`src/rtl/pwm_pkg.sv`:
```
// Shared types and helpers for the multi-channel PWM block.
// Latency: n/a (types and functions only).
// Backpressure: n/a.
package pwm_pkg;

    // Counting mode of the shared timebase.
    typedef enum logic {
        PWM_EDGE   = 1'b0,
        PWM_CENTER = 1'b1
    } pwm_mode_e;

    // Counter direction encoding.
    localparam logic DIR_UP   = 1'b0;
    localparam logic DIR_DOWN = 1'b1;

    // All-ones duty value for a counter of width w: the "always high" code.
    function automatic logic [31:0] duty_max(input int unsigned w);
        return (w >= 32) ? 32'hFFFF_FFFF : ((32'd1 << w) - 32'd1);
    endfunction

endpackage

```
`src/rtl/pwm_timebase.sv`:
```
// Shared prescaled PWM timebase: prescaler, up/up-down counter, boundary-latched period/prescale/mode.
// Latency: cnt_o is registered; load_o is combinational from the current state.
// Backpressure: none; free-running once out of reset.
module pwm_timebase
    import pwm_pkg::*;
#(
    parameter int CNT_W   = 8,
    parameter int PRESC_W = 4
) (
    input  logic               clk_i,
    input  logic               rst_n_i,
    input  logic [CNT_W-1:0]   period_i,
    input  logic [PRESC_W-1:0] prescale_i,
    input  logic               center_mode_i,
    output logic [CNT_W-1:0]   cnt_o,
    output logic               load_o
);

    logic [PRESC_W-1:0] presc_cnt_q, presc_cnt_d;
    logic [CNT_W-1:0]   cnt_q, cnt_d;
    logic               dir_q, dir_d;
    logic [CNT_W-1:0]   act_period_q, act_period_d;
    logic [PRESC_W-1:0] act_presc_q, act_presc_d;
    pwm_mode_e          act_center_q, act_center_d;

    logic               tick;
    logic               last;
    logic               load;
    logic [CNT_W-1:0]   cnt_inc;

    // Next-state: prescaler tick, end-of-period detect, counter stepping and boundary latch.
    always_comb begin
        presc_cnt_d  = presc_cnt_q;
        cnt_d        = cnt_q;
        dir_d        = dir_q;
        act_period_d = act_period_q;
        act_presc_d  = act_presc_q;
        act_center_d = act_center_q;
        cnt_inc      = cnt_q + CNT_W'(1);

        tick = (presc_cnt_q == act_presc_q);
        // Center mode flips direction when stepping onto the peak, so the peak
        // itself is already "down" and a period of 1 still ends on cnt==1.
        if (act_center_q == PWM_CENTER) begin
            last = (act_period_q == '0) || ((dir_q == DIR_DOWN) && (cnt_q == CNT_W'(1)));
        end else begin
            last = (cnt_q == act_period_q);
        end
        load = tick && last;

        presc_cnt_d = tick ? '0 : (presc_cnt_q + PRESC_W'(1));

        if (load) begin
            cnt_d        = '0;
            dir_d        = DIR_UP;
            act_period_d = period_i;
            act_presc_d  = prescale_i;
            act_center_d = pwm_mode_e'(center_mode_i);
        end else if (tick) begin
            if (act_center_q == PWM_EDGE) begin
                cnt_d = cnt_inc;
            end else if (dir_q == DIR_UP) begin
                cnt_d = cnt_inc;
                if (cnt_inc == act_period_q) begin
                    dir_d = DIR_DOWN;
                end
            end else begin
                cnt_d = cnt_q - CNT_W'(1);
            end
        end
    end

    // Timebase state; first period after reset runs the full all-ones range.
    always_ff @(posedge clk_i or negedge rst_n_i) begin
        if (!rst_n_i) begin
            presc_cnt_q  <= '0;
            cnt_q        <= '0;
            dir_q        <= DIR_UP;
            act_period_q <= '1;
            act_presc_q  <= '0;
            act_center_q <= PWM_EDGE;
        end else begin
            presc_cnt_q  <= presc_cnt_d;
            cnt_q        <= cnt_d;
            dir_q        <= dir_d;
            act_period_q <= act_period_d;
            act_presc_q  <= act_presc_d;
            act_center_q <= act_center_d;
        end
    end

    assign cnt_o  = cnt_q;
    assign load_o = load;

endmodule

```
`src/rtl/pwm_multichannel.sv`:
```
// Multi-channel PWM: shadowed per-channel duty, shared timebase, registered pin outputs.
// Latency: out lags the counter by one clk; enable changes show after one clk.
// Backpressure: none; duty writes are accepted every cycle, out-of-range channels dropped.
module pwm_multichannel
    import pwm_pkg::*;
#(
    parameter  int NUM_CH  = 16,
    parameter  int CNT_W   = 8,
    parameter  int PRESC_W = 4,
    localparam int CH_W    = (NUM_CH > 1) ? $clog2(NUM_CH) : 1
) (
    input  logic               clk,
    input  logic               rst_n,
    input  logic [NUM_CH-1:0]  en_out,
    input  logic [NUM_CH-1:0]  en_pwm,
    input  logic               duty_wr_en,
    input  logic [CH_W-1:0]    duty_wr_ch,
    input  logic [CNT_W-1:0]   duty_wr_data,
    input  logic [CNT_W-1:0]   period,
    input  logic [PRESC_W-1:0] prescale,
    input  logic               center_mode,
    output logic [NUM_CH-1:0]  out,
    output logic               period_start
);

    localparam logic [CNT_W-1:0] DUTY_FULL = CNT_W'(duty_max(CNT_W));

    logic [CNT_W-1:0]  cnt;
    logic              load;

    logic [CNT_W-1:0]  shadow_q   [NUM_CH];
    logic [CNT_W-1:0]  shadow_d   [NUM_CH];
    logic [CNT_W-1:0]  act_duty_q [NUM_CH];
    logic [NUM_CH-1:0] pwm;
    logic [NUM_CH-1:0] out_q, out_d;
    logic              period_start_q;

    pwm_timebase #(
        .CNT_W   (CNT_W),
        .PRESC_W (PRESC_W)
    ) u_timebase (
        .clk_i         (clk),
        .rst_n_i       (rst_n),
        .period_i      (period),
        .prescale_i    (prescale),
        .center_mode_i (center_mode),
        .cnt_o         (cnt),
        .load_o        (load)
    );

    // Write decode; a channel index with no matching channel updates nothing.
    always_comb begin
        for (int i = 0; i < NUM_CH; i++) begin
            shadow_d[i] = shadow_q[i];
            if (duty_wr_en && (duty_wr_ch == CH_W'(i))) begin
                shadow_d[i] = duty_wr_data;
            end
        end
    end

    // Shadow takes writes any time; active duty only moves at the period boundary,
    // taking a same-cycle write directly so it is not lost for a whole period.
    always_ff @(posedge clk or negedge rst_n) begin
        if (!rst_n) begin
            for (int i = 0; i < NUM_CH; i++) begin
                shadow_q[i]   <= '0;
                act_duty_q[i] <= '0;
            end
        end else begin
            for (int i = 0; i < NUM_CH; i++) begin
                shadow_q[i] <= shadow_d[i];
                if (load) begin
                    act_duty_q[i] <= shadow_d[i];
                end
            end
        end
    end

    // Compare and pin gating: all-ones duty is solid high, disabled PWM is static high.
    always_comb begin
        pwm   = '0;
        out_d = '0;
        for (int i = 0; i < NUM_CH; i++) begin
            pwm[i]   = (act_duty_q[i] == DUTY_FULL) || (cnt < act_duty_q[i]);
            out_d[i] = en_out[i] & (en_pwm[i] ? pwm[i] : 1'b1);
        end
    end

    // Output registers; period_start marks the first cycle with cnt==0.
    always_ff @(posedge clk or negedge rst_n) begin
        if (!rst_n) begin
            out_q          <= '0;
            period_start_q <= 1'b0;
        end else begin
            out_q          <= out_d;
            period_start_q <= load;
        end
    end

    assign out          = out_q;
    assign period_start = period_start_q;

endmodule
```
`config.mk`:
```
export PLATFORM = sky130hd
export DESIGN_NAME = pwm_multichannel
export DESIGN_NICKNAME = d
export VERILOG_FILES = /design/src/rtl/pwm_pkg.sv /design/src/rtl/pwm_timebase.sv /design/src/rtl/pwm_multichannel.sv
export SDC_FILE = /design/constraint.sdc
export NUM_CORES = 1
export LEC_CHECK = 0
export BUFFER_PORTS_ARGS = -buffer_cell sky130_fd_sc_hd__buf_2
export CORE_ASPECT_RATIO = 1.5
export CORE_UTILIZATION = 50
export DETAILED_ROUTE_END_ITERATION = 8
export HOLD_SLACK_MARGIN = 0.08
export PLACE_DENSITY = 0.67
export SLEW_MARGIN = 20
export SYNTH_ARGS = -nofsm -noshare
export SYNTH_HDL_FRONTEND = slang
export SYNTH_HIERARCHICAL = 1
export SYNTH_SLANG_ARGS = --single-unit
```
`constraint.sdc`:
```
create_clock -name clk -period 8.7 [get_ports clk]
set_clock_uncertainty 0.2 [all_clocks]
set_input_delay 0.435 -clock clk [delete_from_list [all_inputs] [get_ports clk]]
set_output_delay 0.435 -clock clk [all_outputs]
set_load 0.005 [all_outputs]
```
==> qor.yml <==
status: "finished clean"
max_freq_mhz: 268.0
fin_crit_sh_pct: 42.90
final-max-slew-violation-count: 0
synth.most_common_cell: "dfrtp_1"
wl_per_cell_um: 19.01
grt_antenna_before_repair: 0
ys_seq_area_share_pct: 49.70
required_ns: 8.95
synth_fp_nets: 1394
grt_pass1_vias: 10270
relSlewSlack_pct: 32.78
core_sq_um: 29580
cts.path.max_buffers: 3
place.gp.congestion: 0.8533
crit_path_max_fanout: 67
drive_gt1_share_pct: 31.09
netlist_area_sq_um: 15080
nNetsFinal: 1523
dp_hpwl_um: 21770
worstMarginPinSlew_ns: 1.008
synthCells: 1218
synth_top_flop_cell: "dfrtp_1"
clock_tree.root_cell: "clkbuf_16"
hold_class: "in -> reg"
synth_edf_count: 0
tritoncts: "built"
grt_pass1_wl_um: 54720
slowest_stage: "buf_4"
overflow: 0
dieArea_sq_um: 30860
cpPeakStageDelay_ns: 0.74
fin_crit_ns: 3.732
start_kind: "flip-flop"
htreeDepth: 1
yosys.area.top_type: "dfrtp_1"
firstDrtPassIters: 7
setup_viol: 0
postRouteAntennaNets: 0
cts_repair_resize_count: 0
crit_top_cell: "buf_4"
dr.first_iter.drc_count: 693
synthTopCellsByCount: "dfrtp_1, mux2_2, inv_1, ha_1, o21ai_0"
setup_slack_ns: 4.968
clock_sinks: 299
layout-area-overhead-vs-synth_pct: 16.02
synth_cell_types: 60
dieWidth_um: 143.8
hold-worst-slack_ns: 0.1021
ys_ff_latch: 299
n_antenna_cell: 0
rsz0062_at_grt: "no"
pre_cts_ws_ns: 5.013
wirelength_um: 33560
n_fill_cell: 2405
grt_util_all_layers_pct: 23.13
yosys_warnings: 6
yosysTopAreaCellShare_pct: 48.30
crit_arrival_ns: 3.98
finalSetupTns_ns: 0
place.port_buffers: 76
ios: 77
synth_area_leaders: "dfrtp_1, mux2_2, ha_1"
avgSynthCellArea_sq_um: 12.38
vias: 9854
cts.clk_slew.worst_paths_ns: 0.06
fp-row-count: 77
power_leakage_nw: 8.052
drcViolationCount: 0
vias_per_cell: 5.583
start_util_pct: 50.97
path_cells: "buf_4 -> xor2_1 -> nor4_2 -> a21oi_2 -> nor3_4 -> buf_4 -> mux2_2"
hold_violations: 0
cellPowerDensity_nw_per_um2: 285.7
numCtsBuffers: 30
ir_worst_vdd_uv: 203.3
endpoint_kind: "flip-flop"
crit_type: "reg -> reg"
die_h_um: 214.7
ys_async_sr_fraction_pct: 100.0
grt_start_max_net_pins: 82
drv_cap: 0
clk_latency_ns: 0.57
-- critical path, delay by kind of cell (launching register included) --
| family | cells | cell delay (ns) |
|---|---|---|
| buf+inv | 2 | 1.16 |
| simple gates | 2 | 0.74 |
| flops | 1 | 0.58 |
| mux | 1 | 0.42 |
| compound gates | 1 | 0.25 |
| xor+xnor | 1 | 0.13 |
-- logic make-up after synthesis --
group | count (synthesis) | synth area share (%)
compound gates | 181 | 7.279
xor+xnor | 21 | 1.220
fa+ha+maj | 116 | 9.627
buf+inv | 161 | 4.324
flops | 299 | 49.70
mux | 269 | 21.23
simple gates | 171 | 6.623
-- cells in the final DEF, fill, tap and decap left out, types with 4 or more instances in the layout --
| master | instances |
|---|---|
| nor3_1 | 8 |
| nand3_1 | 20 |
| o21ai_0 | 61 |
| dlygate4sd3_1 | 47 |
| a21oi_1 | 51 |
| a211oi_1 | 19 |
| clkinv_2 | 4 |
| nor2_1 | 28 |
| buf_4 | 13 |
| mux2_2 | 208 |
| a21o_1 | 13 |
| nor2_2 | 8 |
| nand2b_1 | 18 |
| mux2_1 | 14 |
| clkinvlp_4 | 4 |
| o211ai_1 | 14 |
| xnor2_1 | 9 |
| clkbuf_8 | 5 |
| dfstp_2 | 8 |
| clkbuf_16 | 31 |
| mux2_4 | 46 |
| nand2_1 | 17 |
| nand4_1 | 38 |
| dfrtp_1 | 291 |
| inv_1 | 120 |
| xor2_1 | 12 |
| buf_2 | 75 |
| and2_1 | 4 |
| ha_1 | 116 |
| bufinv_16 | 7 |
-- per-layer routing --
metal	GRT usage (%)	wire [um]	share of wire, %	vias up
met3	2.568	1223	3.6	61
li1	-	-	-	4596
met5	0	0	0	-
met4	7.837	920	2.7	0
met1	30.14	14380	43	4985
met2	39.66	17030	51	212
-- power breakdown --
group | total, W | switching [W] | internal [W]
registers | 0.00204 | 0.000252 | 0.00179
clock network | 0.00145 | 0.000548 | 0.000899
logic | 0.00151 | 0.000755 | 0.000753
-- state kept, by name, indices dropped and copies added, names as in the netlist --
register                 count
act_duty_q                 128
shadow_q                   128
out                         16
u_timebase/act_period_q      8
u_timebase/cnt_o             8
u_timebase/act_presc_q       4
u_timebase/presc_cnt_q       4
period_start                 1
u_timebase/act_center_q      1
u_timebase/dir_q             1
-- final timing paths --
| kind | from | to | slack (ns) | depth (start not counted) |
|---|---|---|---|---|
| worst min register to register | shadow_q[111]$_DFF_PN0_ | shadow_q[111]$_DFF_PN0_ | 0.29 | 1 |
| max in group asynchronous | rst_n | act_duty_q[90]$_DFFE_PN0P_ | 6.76 | 3 |
| worst max register to register | u_timebase/cnt_o[2]$_DFFE_PN0P_ | act_duty_q[23]$_DFFE_PN0P_ | 4.97 | 7 |
| worst max-delay path | u_timebase/cnt_o[2]$_DFFE_PN0P_ | act_duty_q[23]$_DFFE_PN0P_ | 4.97 | 7 |
| worst min-delay path | en_pwm[2] | out[2]$_DFF_PN0_ | 0.10 | 4 |
| min in group asynchronous | rst_n | act_duty_q[16]$_DFFE_PN0P_ | 0.22 | 2 |
-- final cells by class --
| cell class | count | area (sq um) | area share, % |
|---|---|---|---|
| clock buffers | 39 | 855.8 | 4.893 |
| clock inverters | 16 | 269.0 | 1.538 |
| inverters | 120 | 450.4 | 2.575 |
| repair buffers | 138 | 997.2 | 5.701 |
| flip-flops and latches | 299 | 7492 | 42.84 |
| well taps | 395 | 494.2 | 2.826 |
| multi-input cells | 758 | 6932 | 39.63 |
-- what timing repair did --
item,in CTS,in global routing
hold buffers,47,0
hold endpoints to repair,96,0
setup buffers,0,0
-- through the flow --
stage          instances  instance area [sq um]  power [W]  util (%)
2_1_floorplan       1218                  15080   0.003094         -
4_1_cts             1765                  17490   0.005043     59.12
3_3_place_gp        1662                  15860   0.003469     53.64
3_5_place_dp        1663                  15890   0.003539     53.73
5_1_grt             1765                  17490   0.005331     59.14
6_report            1765                  17490   0.004997     59.14
(Power assumes the default switching activity.)
